### src/rtl/demux_1x2_32bit_buffered.sv
`default_nettype none
// ============================================================================
// Module      : demux_1x2_32bit_buffered
// Description : 1-to-2 valid/ready demux; each output path owns a small FIFO.
// Revision    : 1.0 - initial release
// ============================================================================
module demux_1x2_32bit_buffered #(
  parameter int DEPTH = 2
) (
  input  logic                       clk,
  input  logic                       reset_n,
  input  logic [31:0]                in_data,
  input  logic                       select,
  input  logic                       in_valid,
  output logic                       in_ready,
  output logic [31:0]                out_data1,
  output logic                       out_valid1,
  input  logic                       out_ready1,
  output logic [31:0]                out_data2,
  output logic                       out_valid2,
  input  logic                       out_ready2,
  output logic [$clog2(DEPTH):0]     level1,
  output logic [$clog2(DEPTH):0]     level2
);

  localparam int c_addr_w = $clog2(DEPTH);
  localparam int c_lvl_w  = c_addr_w + 1;

  logic [1:0]              w_full;
  logic [1:0]              w_out_ready;
  logic [1:0][31:0]        w_head;
  logic [1:0][c_lvl_w-1:0] w_level;
  logic                    w_accept;

  assign w_out_ready = {out_ready2, out_ready1};

  // Ready looks only at the selected path's own fullness, never at pops.
  assign in_ready = ~w_full[select];
  assign w_accept = in_valid & in_ready;

  genvar p;
  generate
    for (p = 0; p < 2; p++) begin : g_path
      logic [31:0]         r_mem [DEPTH];
      logic [c_addr_w-1:0] r_wr_ptr;
      logic [c_addr_w-1:0] r_rd_ptr;
      logic [c_lvl_w-1:0]  r_level;
      logic                w_push;
      logic                w_pop;

      assign w_push = w_accept & (select == 1'(p));
      assign w_pop  = (r_level != '0) & w_out_ready[p];

      always_ff @(posedge clk or negedge reset_n) begin
        if (!reset_n) begin
          r_wr_ptr <= '0;
          r_rd_ptr <= '0;
          r_level  <= '0;
          for (int i = 0; i < DEPTH; i++) begin
            r_mem[i] <= '0;
          end
        end else begin
          if (w_push) begin
            r_mem[r_wr_ptr] <= in_data;
            r_wr_ptr        <= r_wr_ptr + c_addr_w'(1);
          end
          if (w_pop) begin
            r_rd_ptr <= r_rd_ptr + c_addr_w'(1);
          end
          case ({w_push, w_pop})
            2'b10:   r_level <= r_level + c_lvl_w'(1);
            2'b01:   r_level <= r_level - c_lvl_w'(1);
            default: r_level <= r_level;
          endcase
        end
      end

      assign w_full[p]  = (r_level == c_lvl_w'(DEPTH));
      assign w_level[p] = r_level;
      // Head comes straight from storage registers, so in_data never reaches it.
      assign w_head[p]  = r_mem[r_rd_ptr];
    end
  endgenerate

  assign out_data1  = w_head[0];
  assign out_data2  = w_head[1];
  assign level1     = w_level[0];
  assign level2     = w_level[1];
  assign out_valid1 = (w_level[0] != '0);
  assign out_valid2 = (w_level[1] != '0);

endmodule
`default_nettype wire

### config.mk
export PLATFORM = sky130hd
export DESIGN_NAME = demux_1x2_32bit_buffered
export DESIGN_NICKNAME = d
export VERILOG_FILES = /design/src/rtl/demux_1x2_32bit_buffered.sv
export SDC_FILE = /design/constraint.sdc
export NUM_CORES = 1
export LEC_CHECK = 0
export CORE_MARGIN = 2
export CORE_UTILIZATION = 53
export DETAILED_ROUTE_END_ITERATION = 10
export PLACE_DENSITY = 0.81
export RECOVER_POWER = 100
export SLEW_MARGIN = 20
export SYNTH_ARGS = -nofsm -noshare
export SYNTH_HDL_FRONTEND = slang
export SYNTH_SLANG_ARGS = --single-unit
### constraint.sdc
create_clock -name clk -period 2.5 [get_ports clk]
set_clock_uncertainty 0.15 [all_clocks]
set_input_delay 0.25 -clock clk [delete_from_list [all_inputs] [get_ports clk]]
set_output_delay 0.25 -clock clk [all_outputs]
set_load 0.005 [all_outputs]
Word-level counts from Yosys, hierarchy flattened --
Cells that the tools add are included.
Word-level totals: bits in registers 136, input bits 38, output and inout port bits 71, logic and storage cells 64
Operators by class: add/sub/neg operators 8, order comparisons 7, equal/unequal tests 6, muxes and demuxes 16, bitwise gates (word level) 11, reductions and logical operators 6
Operator list (number):
- 32-bit 2-to-1 mux | 8
- 64-bit bitwise mux | 2
- 32-bit demux with 1-bit select | 2
- 2-bit equality test, second input constant | 4
- 2-bit greater-or-equal comparator, second input constant | 4
- 1-bit inverter with 2-bit output | 4
- 2-bit case mux with 2 select lines | 2
- 2-bit nonzero test | 4
- 1-bit AND | 5
- 1-bit adder, second input constant | 4
- 2-bit by 1-bit adder with 2-bit output, second input constant | 2
- 2-bit by 1-bit equality test with 1-bit output, second input constant | 2
- 2-bit by 1-bit less-than comparator with 1-bit output, second input constant | 2
- 2-bit by 1-bit subtractor with 2-bit output, second input constant | 2
- 1-bit logical AND | 2
- 1-bit by 2-bit less-than comparator with 1-bit output, second input constant | 1
- 1-bit 2-to-1 mux | 2
- 1-bit inverter | 2

Logic depth before layout (Yosys ltp) --
Gate-level depths: netlist (run 1).
word-level depth 8, mapped depth 6, gate-level depth less buffers 6

Worst setup path before layout (run 1) --
No wires, ideal clock.
path kind flip-flop to flip-flop, start point reg g_path[0].r_level[1] (netlist: level1[1]), end point reg g_path[0].r_mem[10] (netlist name), setup time 0.125 ns, arrival 1.508 ns, data required time 2.225 ns, path slack 0.716 ns, cell stages (with the launch flop) 6, period minus slack after synthesis 1.784 ns, cells stage by stage dfrtp_1 > nor2b_1 > or3b_1 > buf_6 > buf_6 > mux2_4
Between the ends: cells in the longest elaborated chain, start to end 6
Ends and longest elaborated chain:
- start, declared | RTL line 47 | logic [c_lvl_w-1:0] r_level;
- start signal, assigned | RTL line 71 | 2'b10: r_level <= r_level + c_lvl_w'(1);
- start signal, assigned | RTL line 72 | 2'b01: r_level <= r_level - c_lvl_w'(1);
- start signal, assigned | RTL line 73 | default: r_level <= r_level;
- 2-bit equality test | RTL line 78 | assign w_full[p] = (r_level == c_lvl_w'(DEPTH));
- 1-bit 2-to-1 mux (implied by the code) (2 in series) | RTL line 38 | assign in_ready = ~w_full[select];
- 1-bit inverter | RTL line 38
- 1-bit AND | RTL line 39 | assign w_accept = in_valid & in_ready;
- 1-bit AND | RTL line 51 | assign w_push = w_accept & (select == 1'(p));
- end signal, assigned by index | RTL line 64 | r_mem[r_wr_ptr] <= in_data;
- end, declared | RTL line 44 | logic [31:0] r_mem [DEPTH];
Every way passes these cells. The select of a mux whose other input is x is not followed. A chain may end at the register's enable or synchronous reset.

Final worst setup path (run 1) --
start point reg g_path[0].r_rd_ptr, end point out out_data1[24]
Between the ends: cells in the longest elaborated chain, start to end 4
Ends and longest elaborated chain:
- start, declared | RTL line 46 | logic [c_addr_w-1:0] r_rd_ptr;
- start signal, assigned | RTL line 68 | r_rd_ptr <= r_rd_ptr + c_addr_w'(1);
- 1-bit inverter with 2-bit output (implied by the code) | RTL line 81 | assign w_head[p] = r_mem[r_rd_ptr];
- 32-bit 2-to-1 mux (implied by the code) (3 in series) | RTL line 81
- end, declared | RTL line 16 | output logic [31:0] out_data1,
Every way passes these cells. The select of a mux whose other input is x is not followed.

==> impl_metrics.ini, run 1 <==
[status]
status = finished clean

[global_route]
busiest_layer = met2
grt_pass1_wl_um = 20700
grt_pass1_vias = 3906
grt_max_degree = 137
use_met3_pct = 6.89
gr-usage-all-layers_pct = 21.7
grtUsageMet2_pct = 37.2
grt_util_met1_pct = 26.4
antenna_found_initial = 0
grt_overflow = 0

[setup_path]
end_kind = output port
startpoint_type = flip-flop
criticalPathCategory = reg2out
path_buf_inv = 2
crit_family = buffers and inverters
cp_data_arrival_time_ns = 2.00
slowest_delay_ns = 0.50
cp_max_fo = 27
slowest_stage = clkdlybuf4s50_1
crit_chain = buf_12 -> mux2_2 -> clkdlybuf4s50_1
cp.required_ns = 2.10

[logic_synthesis]
async_flop_share_pct = 100
synth_nets = 421
synth_top_area_share_pct = 56.4
avgSynthCellArea_sq_um = 15.8
netlist_top_cells_count = mux2_2 (157), dfrtp_1 (136), mux2_4 (30)
ys_seq_area_share_pct = 56.4
synthTopCellsByArea = dfrtp_1 (56%), mux2_2 (29%), mux2_4 (7.5%), mux2_1 (0.93%), xnor2_1 (0.87%)
synth.cell_area_sq_um = 6030
synth_most_common_cell = mux2_2
yosys_warnings = 0
synth-seq-cells = 136
synth.largest_area_cell = dfrtp_1
synth_cells = 381
synthDistinctLibCells = 21
synth_ff_type = dfrtp_1
synth_edf_count = 0

[timing]
drv_slew = 0
timing_worst_slew_pin_value_ns = 1.05
setup_viol = 0
min_period_ns = 2.40
setup_ws_ns = 0.0982
finalHoldViolCount = 0
fin_crit_sh_pct = 96.1
finalSetupTns_ns = 0
fmax_mhz = 416
rsz0062_at_grt = no
slew_headroom_pct = 30.0

[detailed_routing]
drt_iter0_markers = 131
avgRoutedWirePerCell_um = 19.3
viasPerCell = 5.40
vias = 3510
wl_um = 12500
dr.pass1.iters = 4
drtAntennaViolNets = 0
drc = 0

[die]
start_util_pct = 54.9
rows = 38
die_h_um = 111
pin_count = 109
fp.coreArea_sq_um = 11000
die-area_sq_um = 12300
fp.dieW_um = 111

[pwr]
ir_worst_vdd_v = 0.000694
power.density_nw_per_um2 = 1480
p_leak_nw = 3.30
p_total_mw = 11.6

[clock_network]
cts_made_buffers = 17
clock-root-buffer = clkbuf_16
insertion_delay_ns = 0.41
cts_tree = done
h-tree-depth = 4
cts_sinks = 136
clk_path_buf_depth = 2
cts.clk_slew.worst_paths_ns = 0.06

[placement]
dp_cells = 615
port_buffers = 108
place_ws_ns = 0.197
gp_congestion = 0.733
dp_hpwl_um = 7540

[layout]
final_nets = 537
layout.cells.non_filler = 650
diodes = 0
drive_gt1_share_pct = 38.2
area_growth_pct = 30.4

[hold_path]
hold_path_class = reg2reg

[job]
cap_violations = 0
per-layer routing:
| layer | vias up | wire, um |
|---|---|---|
| met3 | 21 | 539 |
| met4 | 0 | 243 |
| met1 | 1811 | 5440 |
| li1 | 1599 | - |
| met5 | - | 0 |
| met2 | 79 | 6300 |
sequential cells by signal, summed over array words and instances, names as in the netlist:
register / cells
g_path.r_mem: 128
g_path.r_wr_ptr: 2
level1: 2
g_path.r_rd_ptr: 2
level2: 2
final timing paths:
| path | from | to | slack (ns) | depth (start not counted) |
|---|---|---|---|---|
| min in group asynchronous | reset_n | g_path[0].r_mem[30] | 0.37 | 3 |
| max reg2reg | level2[1] | g_path[1].r_mem[36] | 0.20 | 4 |
| min | g_path[0].r_mem[14] | g_path[0].r_mem[14] | 0.34 | 1 |
| max in group asynchronous | reset_n | g_path[1].r_rd_ptr | 1.25 | 3 |
| max | g_path[0].r_rd_ptr | out_data1[24] | 0.1 | 3 |
| min reg2reg | g_path[0].r_mem[14] | g_path[0].r_mem[14] | 0.34 | 1 |
area by class of cell:
class                      count  area, sq um
clock buffer                  21          460
clock inverter                11          243
fill                         758         3120
multi-input combinational    224         2410
sequential                   136         3410
tap                          140          175
timing repair buffer         118         1170
report_power, final:
| group | internal [mW] | total [mW] | switching [mW] |
|---|---|---|---|
| Clock | 2.03 | 2.95 | 0.926 |
| Combinational | 3.10 | 4.70 | 1.60 |
| Sequential | 3.34 | 3.97 | 0.634 |
| Total | 8.46 | 11.6 | 3.16 |
cells by family after synthesis:
logic type,count (synthesis),share of synthesized area [%]
multiplexers,192,37.7
flip-flops,136,56.4
buffers and inverters,21,1.99
AND/OR/NAND/NOR,19,1.95
XOR/XNOR,10,1.45
adder cells (fa/ha/maj),2,0.415
AO/OA/AOI/OAI,1,0.0829
layout by cell type, fill, tap and decap left out, types with 2 or more instances in the layout:
cell and instances:
and2_0 2, buf_12 2, bufinv_16 7, clkbuf_1 3, clkbuf_16 17, clkbuf_2 4, clkbuf_8 2, clkdlybuf4s50_1 88
clkinv_4 2, clkinvlp_4 2, dfrtp_1 134, dfrtp_2 2, dlygate4sd3_1 20, ha_1 2, mux2_1 43, mux2_2 149
nand2b_1 4, nor2_1 3, nor2b_1 2, nor3_4 2, or2_2 2, xnor2_1 6, xor2_1 4
worst register-to-register path: cells and delay by family (launching register included):
family | cells | cell delay [ns]
muxes | 1 | 0.44
DFF | 1 | 0.42
and+or+nand+nor | 2 | 0.35
buffers and inverters | 1 | 0.81
what timing repair did:
item	CTS	global route
buffers inserted	0	2
setup endpoints to repair	2	5
hold buffers	1	0
endpoints found under the hold margin	136	0
gates cloned	0	0
gates resized for setup	1	0
stage by stage:
step	cell area (sq um)	hold slack, ns	util, %
4_1_cts	8040	0.350	73.2
2_1_floorplan	6030	-0.196	-
3_3_place_gp	7320	0.275	66.7
6_report	7870	0.337	71.6
3_5_place_dp	7320	0.276	66.7
5_1_grt	7870	0.354	71.6
Note: power is estimated with default switching activity, not from simulation.
==> inputs of run 2 (changes only) <==
CTS_CLUSTER_DIAMETER = 80   (was default)
REMOVE_ABC_BUFFERS = 1   (was default)
==> run 2 against run 1 <==
  * The flow now finishes with violations (max-capacitance violations)
  * Critical endpoint is now out_data2[22]
  * First-iteration DRC count down 24%
  * Sequential cell count did not move
  * Highest routed layer unchanged
  * Routed wire length shrank 4.1%
  * Non-clock buffer count is 1 higher
  * Cell count is the same
  * Critical path type unchanged
  * Via count shrank 0.94%
  * Clock power decreased by 15%
  * Global-route usage is 0.64 points lower
==> impl_metrics.ini, run 2 (synthesis gave the netlist of run 1 again) <==
[status]
status = complete, but fails checks
violations = max-capacitance violations

[timing]
finalHoldViolCount = 0
drv_slew = 0
fmax_mhz = 417
rsz0062_at_grt = no
min_period_ns = 2.40
slew_headroom_pct = 0.121
setup_viol = 0
setup_ws_ns = 0.100
fin_crit_sh_pct = 96.0
timing_worst_slew_pin_value_ns = 1.50
worst_hold_slack_ns = 0.335

[setup_path]
cp.required_ns = 2.10
cp_max_fo = 12
worst-r2r-cell-count = 4
startpoint_type = flip-flop
crit_chain = buf_6 -> mux2_2 -> clkdlybuf4s50_1
criticalPathCategory = reg2out
r2r-end = g_path[1].r_mem[12]
slowest_stage = dfrtp_2
end_kind = output port
cp_data_arrival_time_ns = 2.00
ff2ff_setup_slack_ns = 0.30
slowest_delay_ns = 0.54
r2r-start = level2[0]

[layout]
area_growth_pct = 28.8
final_common_cell = mux2_2
mostFrequentLayoutCells = mux2_2 (153), dfrtp_1 (134), clkdlybuf4s50_1 (90), mux2_1 (39), dlygate4sd3_1 (18)
regMostFlops = g_path.r_mem
fillerInstances = 754
final_nets = 538
largest_register_ffs = 128
diodes = 0
drive_gt1_share_pct = 39.0
layout.cells.non_filler = 650
final_area_sq_um = 7770

[clock_network]
cts.clk_slew.worst_paths_ns = 0.06
clk_path_buf_depth = 2
cts_tree = done
clock-root-buffer = clkbuf_16
post_cts_buffers = 0
insertion_delay_ns = 0.41
cts_made_buffers = 17
h-tree-depth = 4
cts_sinks = 136

[global_route]
antenna_found_initial = 0
grt_pass1_wl_um = 20300
grt_max_degree = 62
grt_pass1_vias = 3911
gr-usage-all-layers_pct = 21.0
grt_overflow = 0

[detailed_routing]
vias = 3477
drt_iter0_markers = 100
viasPerCell = 5.35
dr.pass1.iters = 4
drtAntennaViolNets = 0
wl_um = 12000
avgRoutedWirePerCell_um = 18.5
drc = 0

[die]
fp.dieW_um = 111
fp.coreArea_sq_um = 11000
start_util_pct = 54.9
rows = 38
die_h_um = 111
pin_count = 109
die-area_sq_um = 12300

[hold_path]
hold_path_class = reg2reg
hold-path-endpoint = g_path[0].r_mem[57]
hp-start = g_path[0].r_mem[57]
whs_path_depth = 1

[pwr]
switchingPower_mw = 3.05
ir_worst_vdd_v = 0.000708
p_int_mw = 8.11
clockPowerShare_pct = 22.5
p_leak_nw = 3.26
pwr-share-seq_pct = 35.7
p_total_mw = 11.2
power.density_nw_per_um2 = 1440
p_sw_share_pct = 27.4
power_frac_comb_pct = 41.8

[job]
cap_violations = 1

[placement]
place_ws_ns = 0.200
dp_hpwl_um = 7710
dp_cells = 618
port_buffers = 108
gp_congestion = 0.770
placed_cell_area_sq_um = 7350
run 2: through the flow:
| step | setup TNS (ns) | util, % |
|---|---|---|
| after global routing | 0 | 70.8 |
| after floorplan | -3.73 | - |
| after detailed placement | 0 | 66.9 |
| after global placement | 0 | 66.9 |
| after CTS | 0 | 72.4 |
| final | 0 | 70.8 |
run 2: repair_timing:
item                                   CTS  global route
resized for setup                        0             0
endpoints found under the hold margin   59             0
hold buffers                             1             0
run 2: worst max-delay path, delay by kind of cell, from the launching register on:
| kind | cells | cell delay (ns) |
|---|---|---|
| DFF | 1 | 0.54 |
| muxes | 1 | 0.36 |
| buffers and inverters | 2 | 0.69 |
run 2: how the worst max path moves through the flow:
stage | endpoint | slack [ns] | startpoint | depth (start not counted)
3_5_place_dp | g_path[0].r_mem[13] | 0.20 | select | 5
4_1_cts | out_data2[10] | 0.09 | g_path[1].r_rd_ptr | 3
6_report | out_data2[22] | 0.10 | g_path[1].r_rd_ptr | 3
5_1_grt | out_data2[3] | 0.03 | g_path[1].r_rd_ptr | 3
2_1_floorplan | g_path[1].r_mem[33] | -0.06 | level2[1] | 3
3_3_place_gp | g_path[0].r_mem[12] | 0.23 | select | 5
run 2: metal layers:
metal	GRT usage [%]	vias to the layer above	wire, um
li1	-	1588	-
met1	27.3	1784	5340
met2	33.8	83	5910
met3	5.41	22	457
met4	8.75	0	310
met5	0	-	0
run 2: final cells by class:
type / instances / area [sq um] / share of cell area (%)
well taps: 140 / 175 / 2.25
clock inverters: 8 / 120 / 1.55
multi-input cells: 224 / 2410 / 31.0
flip-flops and latches: 136 / 3410 / 43.8
repair buffers: 119 / 1180 / 15.2
clock buffers: 23 / 478 / 6.15
run 2: power by group through the flow:
| stage | Clock, mW | Combinational, mW | Sequential (mW) |
|---|---|---|---|
| finish | 2.51 | 4.67 | 3.98 |
| global route | 2.66 | 5.01 | 4.14 |
| CTS | 2.56 | 5.11 | 4.01 |
| detailed placement | 0 | 5.05 | 4.01 |
| global placement | 0 | 4.95 | 3.93 |
| floorplan | 0 | 2.61 | 3.89 |
